### config.mk
export PLATFORM = sky130hd
export DESIGN_NAME = reg_stage_skid
export DESIGN_NICKNAME = d
export VERILOG_FILES = /design/src/rtl/reg_stage_skid_pkg.sv /design/src/rtl/reg_stage_skid_sat_counter.sv /design/src/rtl/reg_stage_skid.sv
export SDC_FILE = /design/constraint.sdc
export NUM_CORES = 1
export LEC_CHECK = 0
export CAP_MARGIN = 0
export CORE_UTILIZATION = 49
export CTS_BUF_LIST = sky130_fd_sc_hd__clkbuf_16
export DETAILED_ROUTE_END_ITERATION = 8
export PLACE_DENSITY = 0.84
export REMOVE_ABC_BUFFERS = 1
export SLEW_MARGIN = 40
export SYNTH_ARGS = -nofsm -noshare
export SYNTH_HDL_FRONTEND = slang
export SYNTH_SLANG_ARGS = --single-unit
### constraint.sdc
create_clock -name clk -period 7.5 [get_ports clk]
set_input_delay 2.25 -clock clk [delete_from_list [all_inputs] [get_ports clk]]
set_output_delay 2.25 -clock clk [all_outputs]
set_load 0.01 [all_outputs]
### src/rtl/reg_stage_skid_pkg.sv
// reg_stage_skid_pkg: shared state encoding and payload width constants for the skid stage.
package reg_stage_skid_pkg;

    typedef enum logic [1:0] {
        EMPTY = 2'd0,
        ONE   = 2'd1,
        TWO   = 2'd2
    } state_e;

    localparam int          LENGTH         = 32;
    localparam logic [31:0] INITIAL_VAL_32 = 32'h0000_0000;
    // MEM/WB bundle: result + store data + rd + reg_write + mem_to_reg
    localparam int          MEMWB_W        = 32 + 32 + 5 + 1 + 1;

endpackage

### src/rtl/reg_stage_skid_sat_counter.sv
// sat_counter: saturating up-counter used for stall accounting.
module sat_counter #(
    parameter int W = 16
) (
    input  logic         clk,
    input  logic         rst,
    input  logic         inc,
    output logic [W-1:0] cnt
);

    logic [W-1:0] cnt_q, cnt_d;

    always_comb begin
        cnt_d = (inc && cnt_q != '1) ? cnt_q + 1'b1 : cnt_q;
    end

    always_ff @(posedge clk or posedge rst) begin
        if (rst) cnt_q <= '0;
        else     cnt_q <= cnt_d;
    end

    assign cnt = cnt_q;

endmodule

### src/rtl/reg_stage_skid.sv
// reg_stage_skid: two-entry valid/ready pipeline stage with registered in_ready.
// Define STAGE_STALL_CNT_EN to add the saturating stall_cnt output.
module reg_stage_skid
    import reg_stage_skid_pkg::*;
#(
    parameter int DATA_W = MEMWB_W,
    parameter int CNT_W  = 16
) (
    input  logic              clk,
    input  logic              rst,
    input  logic              in_valid,
    input  logic [DATA_W-1:0] in_data,
    output logic              in_ready,
    output logic              out_valid,
    output logic [DATA_W-1:0] out_data,
    input  logic              out_ready,
    input  logic              flush
`ifdef STAGE_STALL_CNT_EN
    ,
    output logic [CNT_W-1:0]  stall_cnt
`endif
);

    state_e            state_q, state_d;
    logic              in_ready_q, in_ready_d;
    logic [DATA_W-1:0] main_q, main_d;
    logic [DATA_W-1:0] skid_q, skid_d;
    logic              acc, take;

    assign out_valid = (state_q != EMPTY);
    assign out_data  = main_q;
    assign in_ready  = in_ready_q;

    always_comb begin
        acc     = in_valid && in_ready_q && !flush;
        take    = out_valid && out_ready;
        state_d = state_q;
        main_d  = main_q;
        skid_d  = skid_q;
        case (state_q)
            EMPTY: begin
                if (acc) begin
                    main_d  = in_data;
                    state_d = ONE;
                end
            end
            ONE: begin
                if (acc && take) main_d = in_data;
                if (acc && !take) skid_d = in_data;
                state_d = acc ? (take ? ONE : TWO) : (take ? EMPTY : ONE);
            end
            TWO: begin
                if (take) begin
                    main_d  = skid_q;
                    state_d = ONE;
                end
            end
            default: state_d = EMPTY;
        endcase
        // flush only squashes occupancy; stale data is never visible
        if (flush) state_d = EMPTY;
        in_ready_d = (state_d != TWO);
    end

    always_ff @(posedge clk or posedge rst) begin
        if (rst) begin
            state_q    <= EMPTY;
            in_ready_q <= 1'b0;
            main_q     <= '0;
            skid_q     <= '0;
        end else begin
            state_q    <= state_d;
            in_ready_q <= in_ready_d;
            main_q     <= main_d;
            skid_q     <= skid_d;
        end
    end

`ifdef STAGE_STALL_CNT_EN
    sat_counter #(.W(CNT_W)) u_stall_cnt (
        .clk (clk),
        .rst (rst),
        .inc (out_valid && !out_ready),
        .cnt (stall_cnt)
    );
`endif

endmodule

---- Word-level counts from Yosys, hierarchy flattened ----
Cells that the tools add are included.
storage, ports and cells
  register bits ........................... 145
  logic and storage cells ................. 33
  output and inout bits ................... 73
operators by class
  equal/unequal tests ..................... 6
  multiplexer cells ....................... 11
  reductions and logical operators ........ 12
operators with widths
  kind                  count
  $mux W71              3
  $pmux W71 S3          1
  $mux W2               5
  $ne A2 B2 Y1 const B  4
  $pmux W2 S3           1
  $logic_and A1 B1 Y1   5
  $reduce_and A4 Y1     1
  $reduce_bool A3 Y1    1
  $eq A2 B1 Y1 const B  1
  $eq A2 B2 Y1 const B  1
  $logic_not A1 Y1      2
  $logic_not A2 Y1      1
  $reduce_and A2 Y1     1
  $reduce_bool A2 Y1    1
  $mux W1               1

---- Logic depth before layout (Yosys ltp) ----
  depth after elaboration ................. 7
  depth in mapped cells ................... 6
  mapped depth without buffers ............ 4

---- Worst setup path before layout ----
No wires, ideal clock.
  path kind ............................... input to register
  start point ............................. in flush
  end point ............................... reg skid_q[34]
  arrival ................................. 3.209 ns
  cell stages on the path ................. 4
  required time ........................... 7.375 ns
  path slack .............................. 4.166 ns
  cell sequence ........................... nand4bb_4 -> nor2_4 -> buf_4 -> mux2_2
between the ends
  word-level cells in the longest chain between the ends .. 4
ends and longest elaborated chain
  item                         RTL line              text
  from (decl)                  reg_stage_skid.sv:17  input logic flush
  $logic_not A1 Y1             reg_stage_skid.sv:35  acc = in_valid && in_ready_q && !flush;
  $logic_and A1 B1 Y1          reg_stage_skid.sv:35
  $logic_and A1 B1 Y1          reg_stage_skid.sv:49  if (acc && !take) skid_d = in_data;
  $reduce_and A2 Y1 (no line)  n/a
  to (signal assigned)         reg_stage_skid.sv:75  skid_q <= skid_d;
  to (decl)                    reg_stage_skid.sv:27  logic [DATA_W-1:0] skid_q, skid_d;
No other way between the ends.
A chain may end at the register's enable or synchronous reset.

---- Worst setup path after layout ----
  start point ............................. in flush
  end point ............................... reg skid_q[61]
Same word-level chain as after synthesis.

==> impl_metrics.json <==
{
  "violations": "DRC",
  "dr.pass1.iters": 6,
  "end_kind": "flip-flop",
  "cts.sinks": 145,
  "finalSetupTns_ns": 0,
  "hold_class": "reg2reg",
  "worstSetupStartpointType": "input pin",
  "die_h_um": 112,
  "cp_cell_sequence": "clkdlybuf4s50_1 > nand4bb_4 > nor2_4 > buf_8 > buf_4 > mux2_1",
  "hold_path_end": "skid_q[19]$_DFFE_PP0P_",
  "skew_ns": 0.00888,
  "detail_route.iter0.violations": 320,
  "cts-resized-gates": 0,
  "r2r_end": "out_data[46]$_DFFE_PP0P_",
  "period_share_pct": 53.1,
  "syn-mean-instance-area_um2": 12.2,
  "synth-edff-count": 0,
  "die_x_um": 112,
  "setup_viol": 0,
  "syn_area_um2": 5930,
  "clockBufferDepth": 2,
  "r2r_slack_ns": 5.42,
  "period_minus_slack_ns": 3.98,
  "p_leak_nw": 3.25,
  "ir_drop_mv": 0.145,
  "grt_pass1_vias": 4580,
  "die_area_um2": 12600,
  "r2r_cells": 5,
  "synth_area_leaders": "dfrtp_1 61%, mux2_1 11%, o22ai_1 7.5%",
  "hold_buffers": 0,
  "num_rows": 39,
  "ioPinCount": 149,
  "vias": 4402,
  "path_class": "in2reg",
  "grt_usage_pct": 22.8,
  "yosysUniqueCellTypes": 23,
  "synth_ff_type": "dfrtp_1",
  "fmax_mhz": 251,
  "cp_slowest_cell": "clkdlybuf4s50_1",
  "path_buf_inv": 3,
  "drive_gt1_share_pct": 9.55,
  "postSynth.asyncResetShare_pct": 100,
  "place_hpwl_mm": 8.57,
  "postCtsSetupRepairBufs": 0,
  "routed_wl_mm": 13.7,
  "worst_slew_pin_slew_ns": 0.809,
  "min_path_cells": 1,
  "filler_cell_count": 850,
  "critical_path_required_ns": 7.78,
  "path_max_fanout": 36,
  "hold_start": "skid_q[19]$_DFFE_PP0P_",
  "drc": 10,
  "wl_per_cell_um": 17.5,
  "holdWs_ns": 0.486,
  "cts_buffers": 17,
  "critPathTopFamily": "buffers and inverters",
  "cts-root-buf": "clkbuf_16",
  "ys_warn_count": 0,
  "antenna_cells": 0,
  "grt_max_degree": 89,
  "place.gp.congestion": 0.775,
  "fp.coreArea_um2": 11600,
  "viasPerCell": 5.63,
  "antenna_found_initial": 0,
  "rsz0062_at_grt": "false",
  "max_stage_delay_ns": 0.46,
  "ys_seq_area_share_pct": 61.2,
  "ys_seq_elements": 145,
  "maxCapViolCount": 0,
  "p_per_area_nw_per_um2": 293,
  "clk_latency_ns": 0.41,
  "timing.final.hold_violations": 0,
  "initial_core_util_pct": 51.1,
  "synth.largest_area_cell": "dfrtp_1",
  "grt_pass1_wl_mm": 22.6,
  "slew-limit-headroom_pct": 46.1,
  "port_buffers": 148,
  "synthToLayoutAreaGrowth_pct": 34.5,
  "grt-ovfl-total": 0,
  "slew_viol_final": 0,
  "fin_nets": 702,
  "cts_tree": "done",
  "r2r_start": "state_q[1]$_DFF_PP0_",
  "htree_levels": 4,
  "clk_pin_slew_worst_paths_ns": 0.06,
  "netlist.area_leader.share_pct": 61.2,
  "critPathArrivalTime_ns": 4.26,
  "synthCells": 486,
  "ant_nets": 0,
  "status": "finished with violations"
}
## per-layer routing
metal | GRT usage, % | vias up | wire length, µm
met5 | 0 | - | 0
met4 | 7.38 | 0 | 167
met3 | 5.99 | 12 | 867
met2 | 38.5 | 151 | 7010
met1 | 28.7 | 2200 | 5640
li1 | - | 2039 | -
## final cells by class
| class | count | area (µm²) | area share [%] |
|---|---|---|---|
| Clock buffer | 17 | 425 | 5.33 |
| Tap cell | 143 | 179 | 2.24 |
| Sequential cell | 145 | 3630 | 45.5 |
| Multi-Input combinational cell | 303 | 2020 | 25.4 |
| Clock inverter | 15 | 123 | 1.54 |
| Timing Repair Buffer | 157 | 1580 | 19.9 |
| Inverter | 2 | 15.0 | 0.188 |
## worst max path at each step
stage,from,end,cells after the start
5_1_grt,flush,skid_q[14]$_DFFE_PP0P_,6
2_1_floorplan,rst,in_ready$_DFF_PP0_,1
6_report,flush,skid_q[61]$_DFFE_PP0P_,6
3_3_place_gp,flush,skid_q[28]$_DFFE_PP0P_,5
3_5_place_dp,flush,out_data[46]$_DFFE_PP0P_,6
4_1_cts,flush,out_data[46]$_DFFE_PP0P_,6
## worst reg2reg max path, cell delays in order (launching register included)
cell and delay, ns:
dfrtp_1 0.43, nor2b_1 0.18, nand2_2 0.55, buf_4 0.51, o22ai_1 0.16, nor2_1 0.18
## cell families (layout without fill, tap and decap cells)
group / count (synthesis) / after routing / synth area share [%]
AO/OA/AOI/OAI: 75 / 75 / 8.12
buffers and inverters: 38 / 191 / 4.89
flip-flops: 145 / 145 / 61.2
multiplexers: 72 / 72 / 13.7
AND/OR/NAND/NOR: 156 / 156 / 12.2
## placed cells by master (no fill, tap or decap)
cell,count
clkdlybuf4s50_1,148
dfrtp_1,145
nor2_1,73
nor3_1,72
o22ai_1,71
mux2_1,57
clkbuf_16,17
mux2_2,15
clkinvlp_4,6
buf_4,6
inv_1,3
nor2_4,2
nand2_1,2
clkinv_2,2
clkinv_4,2
buf_8,2
nand2b_1,1
nand4bb_4,1
nor2b_1,1
nand2_2,1
nand2b_2,1
a21oi_4,1
or2_2,1
o21a_1,1
o22a_1,1
a21oi_1,1
or3_1,1
inv_8,1
bufinv_16,1
clkinv_1,1
inv_6,1
buf_16,1
## Yosys cell counts, types with 2 or more instances
library cell  count
mux2_1           57
inv_1             2
buf_4             7
clkbuf_1          7
o22ai_1          71
nand2b_1          2
nor2_1           73
nand2_1           3
buf_6            15
dfrtp_1         145
mux2_2           15
nor3_1           72
buf_2             7
## per-stage QoR
step / total power (W) / instance area (µm²) / std cells / util (%) / setup slack, ns
final: 0.00234 / 7980 / 782 / 68.7 / 3.52
after global routing: 0.00246 / 7980 / 782 / 68.7 / 3.43
after detailed placement: 0.00158 / 7400 / 749 / 63.7 / 2.90
after CTS: 0.00236 / 7950 / 781 / 68.4 / 3.31
after global placement: 0.00154 / 7370 / 747 / 63.5 / 2.58
after floorplan: 0.00130 / 5650 / 450 / - / 1.36
## report_power, final
part           switching (W)  leakage (nW)  internal [W]
registers           0.000108          1.67      0.000977
logic               0.000202          1.33      0.000282
clock network       0.000317         0.257      0.000452
total               0.000627          3.25       0.00171
## sequential cells by signal, summed over array words and instances (netlist names)
register,cells
out_data,71
in_ready,1
skid_q,71
state_q,2
No activity file was read; power rests on OpenSTA's default activity.
